`src/rtl/filter_mac_pipe.sv`:
```
// Three-stage pipelined TAPS-window MAC with shift, clamp/abs saturation and a saturation counter.
// A single global stall (advance) freezes every stage whenever the output is held by the consumer.
module filter_mac_pipe #(
  parameter int TAPS   = 9,
  parameter int PIX_W  = 8,
  parameter int COEF_W = 8,
  parameter int SHIFT  = 0,
  parameter int CNT_W  = 16
) (
  input  logic                     clk,
  input  logic                     rst,
  input  logic                     in_valid,
  output logic                     in_ready,
  input  logic [TAPS*PIX_W-1:0]    pix_in,
  input  logic [TAPS*COEF_W-1:0]   coef_in,
  input  logic                     mode_in,
  output logic                     out_valid,
  input  logic                     out_ready,
  output logic [PIX_W-1:0]         out_pixel,
  output logic                     out_sat,
  output logic [CNT_W-1:0]         sat_count,
  input  logic                     sat_clr
);

  localparam int PW = PIX_W + 1 + COEF_W;
  localparam int SW = PIX_W + COEF_W + 1 + $clog2(TAPS);
  localparam int NP = (TAPS + 1) / 2;
  localparam logic signed [SW:0] PMAX = (SW+1)'((1 << PIX_W) - 1);

  logic                  v1_q, v2_q, out_valid_q;
  logic                  mode1_q, mode2_q;
  logic signed [PW-1:0]  prod_q [TAPS];
  logic signed [PW-1:0]  prod_d [TAPS];
  logic signed [SW-1:0]  part_q [NP];
  logic signed [SW-1:0]  part_d [NP];
  logic signed [SW-1:0]  sum_d;
  logic signed [SW-1:0]  shifted_d;
  logic signed [SW:0]    ext_d, abs_d;
  logic [PIX_W-1:0]      out_pixel_q, pix_d;
  logic                  out_sat_q, sat_d;
  logic [CNT_W-1:0]      sat_count_q;
  logic                  advance;

  assign advance   = !out_valid_q || out_ready;
  assign in_ready  = advance;
  assign out_valid = out_valid_q;
  assign out_pixel = out_pixel_q;
  assign out_sat   = out_sat_q;
  assign sat_count = sat_count_q;

  // Pixels gain a zero sign bit so the multiply is fully signed.
  always_comb begin
    for (int k = 0; k < TAPS; k++) begin
      prod_d[k] = PW'($signed({1'b0, pix_in[k*PIX_W +: PIX_W]})) *
                  PW'($signed(coef_in[k*COEF_W +: COEF_W]));
    end
  end

  always_comb begin
    for (int j = 0; j < NP; j++) part_d[j] = '0;
    for (int k = 0; k < TAPS; k++) part_d[k/2] = part_d[k/2] + SW'(prod_q[k]);
  end

  // Final sum is SW wide by construction; abs is taken one bit wider so the most-negative sum cannot wrap.
  always_comb begin
    sum_d = '0;
    for (int j = 0; j < NP; j++) sum_d = sum_d + part_q[j];
    shifted_d = sum_d >>> SHIFT;
    ext_d     = (SW+1)'(shifted_d);
    abs_d     = (ext_d < 0) ? -ext_d : ext_d;
    pix_d     = '0;
    sat_d     = 1'b0;
    if (mode2_q) begin
      if (abs_d > PMAX) begin
        pix_d = '1;
        sat_d = 1'b1;
      end else begin
        pix_d = abs_d[PIX_W-1:0];
      end
    end else begin
      if (ext_d < 0) begin
        sat_d = 1'b1;
      end else if (ext_d > PMAX) begin
        pix_d = '1;
        sat_d = 1'b1;
      end else begin
        pix_d = ext_d[PIX_W-1:0];
      end
    end
  end

  always_ff @(posedge clk or posedge rst) begin
    if (rst) begin
      v1_q        <= 1'b0;
      v2_q        <= 1'b0;
      out_valid_q <= 1'b0;
      mode1_q     <= 1'b0;
      mode2_q     <= 1'b0;
      out_pixel_q <= '0;
      out_sat_q   <= 1'b0;
      for (int k = 0; k < TAPS; k++) prod_q[k] <= '0;
      for (int j = 0; j < NP; j++) part_q[j] <= '0;
    end else if (advance) begin
      v1_q        <= in_valid;
      mode1_q     <= mode_in;
      v2_q        <= v1_q;
      mode2_q     <= mode1_q;
      out_valid_q <= v2_q;
      out_pixel_q <= pix_d;
      out_sat_q   <= sat_d;
      for (int k = 0; k < TAPS; k++) prod_q[k] <= prod_d[k];
      for (int j = 0; j < NP; j++) part_q[j] <= part_d[j];
    end
  end

  always_ff @(posedge clk or posedge rst) begin
    if (rst) begin
      sat_count_q <= '0;
    end else if (sat_clr) begin
      sat_count_q <= '0;
    end else if (out_valid_q && out_ready && out_sat_q && (sat_count_q != '1)) begin
      sat_count_q <= sat_count_q + 1'b1;
    end
  end

endmodule
```
`config.mk`:
```
export PLATFORM = sky130hd
export DESIGN_NAME = filter_mac_pipe
export DESIGN_NICKNAME = d
export VERILOG_FILES = /design/src/rtl/filter_mac_pipe.sv
export SDC_FILE = /design/constraint.sdc
export NUM_CORES = 2
export LEC_CHECK = 0
export CORE_ASPECT_RATIO = 1.2
export CORE_MARGIN = 4
export CORE_UTILIZATION = 54
export CTS_BUF_LIST = sky130_fd_sc_hd__clkbuf_4
export DETAILED_ROUTE_END_ITERATION = 16
export MAX_ROUTING_LAYER = met4
export PLACE_DENSITY = 0.73
export SETUP_SLACK_MARGIN = 0.1
export SYNTH_ARGS = -nofsm -noshare
export SYNTH_HDL_FRONTEND = slang
export SYNTH_SLANG_ARGS = --single-unit
```
`constraint.sdc`:
```
create_clock -name clk -period 23.6 [get_ports clk]
set_input_delay 3.54 -clock clk [delete_from_list [all_inputs] [get_ports clk]]
set_output_delay 3.54 -clock clk [all_outputs]
set_load 0.005 [all_outputs]
```
==> metrics.md <==
| Metric | Value |
|---|---|
| Synthesized area | 35000 um^2 |
| Main combinational cell family by area after synthesis | adder cells |
| Fillers | 5755 |
| Num CTS Buffers | 76 |
| Startpoint class of the critical path | primary input |
| Layout cells sized above 1 | 3.74% |
| CP arrival | 5.68 ns |
| First-pass GRT wire length | 132000 um |
| Largest net degree at the start of global routing | 184 |
| Buffers added on ports | 176 |
| Slew Viols, Final | 0 |
| Worst skew pair latency | 0.75 ns |
| Core outline area | 63700 um^2 |
| Via count | 26700 |
| Critical path's most frequent cell | clkdlybuf4s50_1 |
| Post-route minimum period | 9.22 ns |
| RSZ-0062 raised after global routing | false |
| CP delay by family, top | buffers and inverters |
| CTS sink cnt | 272 |
| Number of nets in the layout | 5191 |
| Slew @ Worst Pin | 1.02 ns |
| Post-synth top flop | dfrtp_1 |
| Total grt overflow | 0 |
| Row cnt | 101 |
| H-tree levels | 3 |
| Critical path buffers and inverters | 4 |
| Place WS | 14.31 ns |
| DPL Wire Length | 63200 um |
| Library cells used by synthesis | 80 |
| Synthesized-area fraction occupied by and/or/nand/nor cells | 18.0% |
| CP Cell Sequence | clkdlybuf4s50_1 -> nor2b_4 -> buf_12 -> inv_8 -> clkdlybuf4s50_1 |
| DRT Wirelength | 77100 um |
| Syn_nets | 5007 |
| DIE AREA | 68900 um^2 |
| Synth Instances | 3985 |
| Total track usage | 23.8% |
| Adder-cell share of the synthesized area | 39.6% |
| Worst Skew | 0.0509 ns |
| Setup WS post-layout | 14.38 ns |
| Post CTS Setup Buffer Count | 0 |
| Initial DRT Pass Iterations | 5 |
| Area delta synth->final | 10.2% |
| Number of routed nets with antenna violations | 0 |
| Crit Path Class | primary input to output pin |
| Yosys synthesis warning count | 0 |
| Maximum root-to-sink buffer count | 3 |
| Vias in the first global route | 27600 |
| Worst Hold Class | flip-flop to flip-flop |
| Fmax | 108 MHz |
| Starting density of the core | 54.9% |
| Wirelength per Cell | 15.3 um |
| Setup crit end kind | output pin |
| #FFs+latches synth | 272 |
| Post-cts sizing count | 0 |
| CTS tree | built |
| Post-Synth XOR/XNOR Area | 3.80% |
| Post-synth EDFFs | 0 |
| Final Cell Area | 38500 um^2 |
| Global placer's final weighted congestion | 0.884 |
| Number of remaining DRC errors | 0 |
| Slowest CP cell | clkdlybuf4s50_1 |
| Die W | 240 um |
| Largest stage delay on the critical path | 0.58 ns |
| Final period utilization | 39.1% |
| Vert. Die Dim | 287 um |
| Post-synthesis sequential area ratio | 19.5% |
| Vias/cell | 5.30 |
| Mux contribution to synthesized area | 0.297% |
| Status | complete, no violations |
| Post-synthesis compound-gate area fraction | 10.3% |
| Slew HR | 31.8% |
| Num ports | 177 |
| Post-CTS Hold Buffers | 0 |
| Final hold violation count | 0 |
| Antenna violations before repair | 1 |
| Clock slew at reported path FFs | 0.06 ns |
| Fin Setup TNS | 0 ns |
| CTS root buf | clkbuf_4 |
| Req. time, crit path | 20.06 ns |
| Syn_area_per_cell | 8.77 um^2 |
| Max-cap violations | 0 |
| Iteration-0 DRC Markers | 1006 |
| Async SR Flop Fraction | 100% |
| Final setup fails | 0 |
| Placed Area | 37500 um^2 |
| Maximum net fanout on the critical path | 183 |
[final cells by class]
class / count / area (um^2) / share of cell area (%)
repair buffers: 183 / 1830 / 4.74
inverters: 707 / 2670 / 6.93
flip-flops and latches: 272 / 6810 / 17.7
clock inverters: 24 / 158 / 0.409
multi-input cells: 2929 / 25200 / 65.4
diodes: 1 / 2.50 / 0.00650
well taps: 824 / 1030 / 2.68
clock buffers: 109 / 818 / 2.12
[through the flow]
step	utilization, %	cells	hold WS, ns
2_1_floorplan	-	3985	0.430
3_3_place_gp	58.9	4915	0.443
3_5_place_dp	58.9	4915	0.447
4_1_cts	60.5	5048	0.462
5_1_grt	60.5	5049	0.486
6_report	60.5	5049	0.458
[synth_stat cells (9+ instances only)]
cell | n | area share (%)
or2_2 | 9 | 0.16
clkbuf_1 | 62 | 0.67
or3_1 | 23 | 0.41
xor2_1 | 80 | 2.0
a21oi_1 | 213 | 3.0
ha_1 | 479 | 17
a21o_1 | 23 | 0.49
xnor2_1 | 70 | 1.8
o22ai_1 | 10 | 0.18
fa_1 | 393 | 23
nor2_1 | 246 | 2.6
a21boi_0 | 45 | 0.97
nor2b_1 | 16 | 0.29
dfrtp_1 | 272 | 19
nor3_1 | 32 | 0.46
nand3_1 | 42 | 0.60
nand2b_1 | 83 | 1.5
a211oi_1 | 15 | 0.32
o211ai_1 | 10 | 0.21
o31ai_1 | 46 | 0.99
nand4_1 | 12 | 0.21
o21ai_0 | 160 | 2.3
inv_1 | 706 | 7.6
and2_1 | 298 | 5.3
nand2_1 | 494 | 5.3
[metal layers]
metal | track usage [%] | vias to the layer above | wire [um]
met5 | - | - | 0
met1 | 28.1 | 13000 | 31900
met3 | 2.07 | 127 | 1950
li1 | - | 13200 | -
met2 | 42.7 | 423 | 40600
met4 | 8.08 | 0 | 2680
[registers in the layout (all words and copies together) (netlist names)]
register   flops
v1_q           1
v2_q           1
mode2_q        1
out_valid      1
out_pixel      8
sat_count     16
part_q        89
out_sat        1
mode1_q        1
prod_q       153
[worst register-to-register path, cell delays in order (launching register included)]
cell,delay [ns]
dfrtp_1,0.39
inv_1,0.11
fa_1,0.44
fa_1,0.60
fa_1,0.43
inv_1,0.06
ha_1,0.20
inv_1,0.07
fa_1,0.42
nand2b_1,0.20
a21oi_2,0.39
o21ai_2,0.18
o221a_2,0.28
xor2_1,0.44
nand4_1,0.28
or4b_1,0.70
nand2b_1,0.30
mux2_2,0.21
mux2_2,0.15
a21oi_1,0.06
[cells by family after synthesis]
| kind of cell | count (synthesis) |
|---|---|
| AO/OA/AOI/OAI | 596 |
| XOR/XNOR | 151 |
| adder cells (fa/ha/maj) | 872 |
| buffers and inverters | 784 |
| flip-flops | 272 |
| multiplexers | 10 |
| AND/OR/NAND/NOR | 1300 |
[layout by cell type, fill, tap and decap left out, drive strengths merged, types with 6 or more instances in the layout]
master	synthesis	routed
ha	479	479
dfrtp	272	272
o21a	8	8
nor2	246	246
nor4	7	7
o21ai	161	161
nand4	12	12
o31ai	46	46
and2	298	298
clkbuf	62	109
fa	393	393
o2111ai	7	7
or3	24	24
o22ai	10	10
or2	12	12
xnor2	71	71
nor2b	16	16
clkinv	0	18
a21oi	214	214
nand2	494	494
mux2i	7	7
nand2b	83	83
xor2	80	80
o41ai	6	6
nor3b	7	7
a21o	23	23
a211oi	16	16
inv	707	709
nand3	42	42
nor3	32	32
and3	8	8
clkdlybuf4s50	0	176
buf	15	7
o211ai	10	10
a21boi	45	45
a31oi	7	7
[path summary, 6_finish.rpt]
check / from / end / slack [ns] / cells past startpoint
max in group asynchronous: rst / prod_q[63] / 18.14 / 4
setup reg to reg: part_q[43] / out_pixel[3] / 17.49 / 19
hold reg to reg: v2_q / v2_q / 0.46 / 2
hold / removal: v2_q / v2_q / 0.46 / 2
min in group asynchronous: rst / sat_count[15] / 3.32 / 2
setup / recovery: out_ready / in_ready / 14.38 / 5
Power is left out: the tool's default activity adds up to more than one toggle a clock period on the data nets, which glitch-free logic cannot reach.
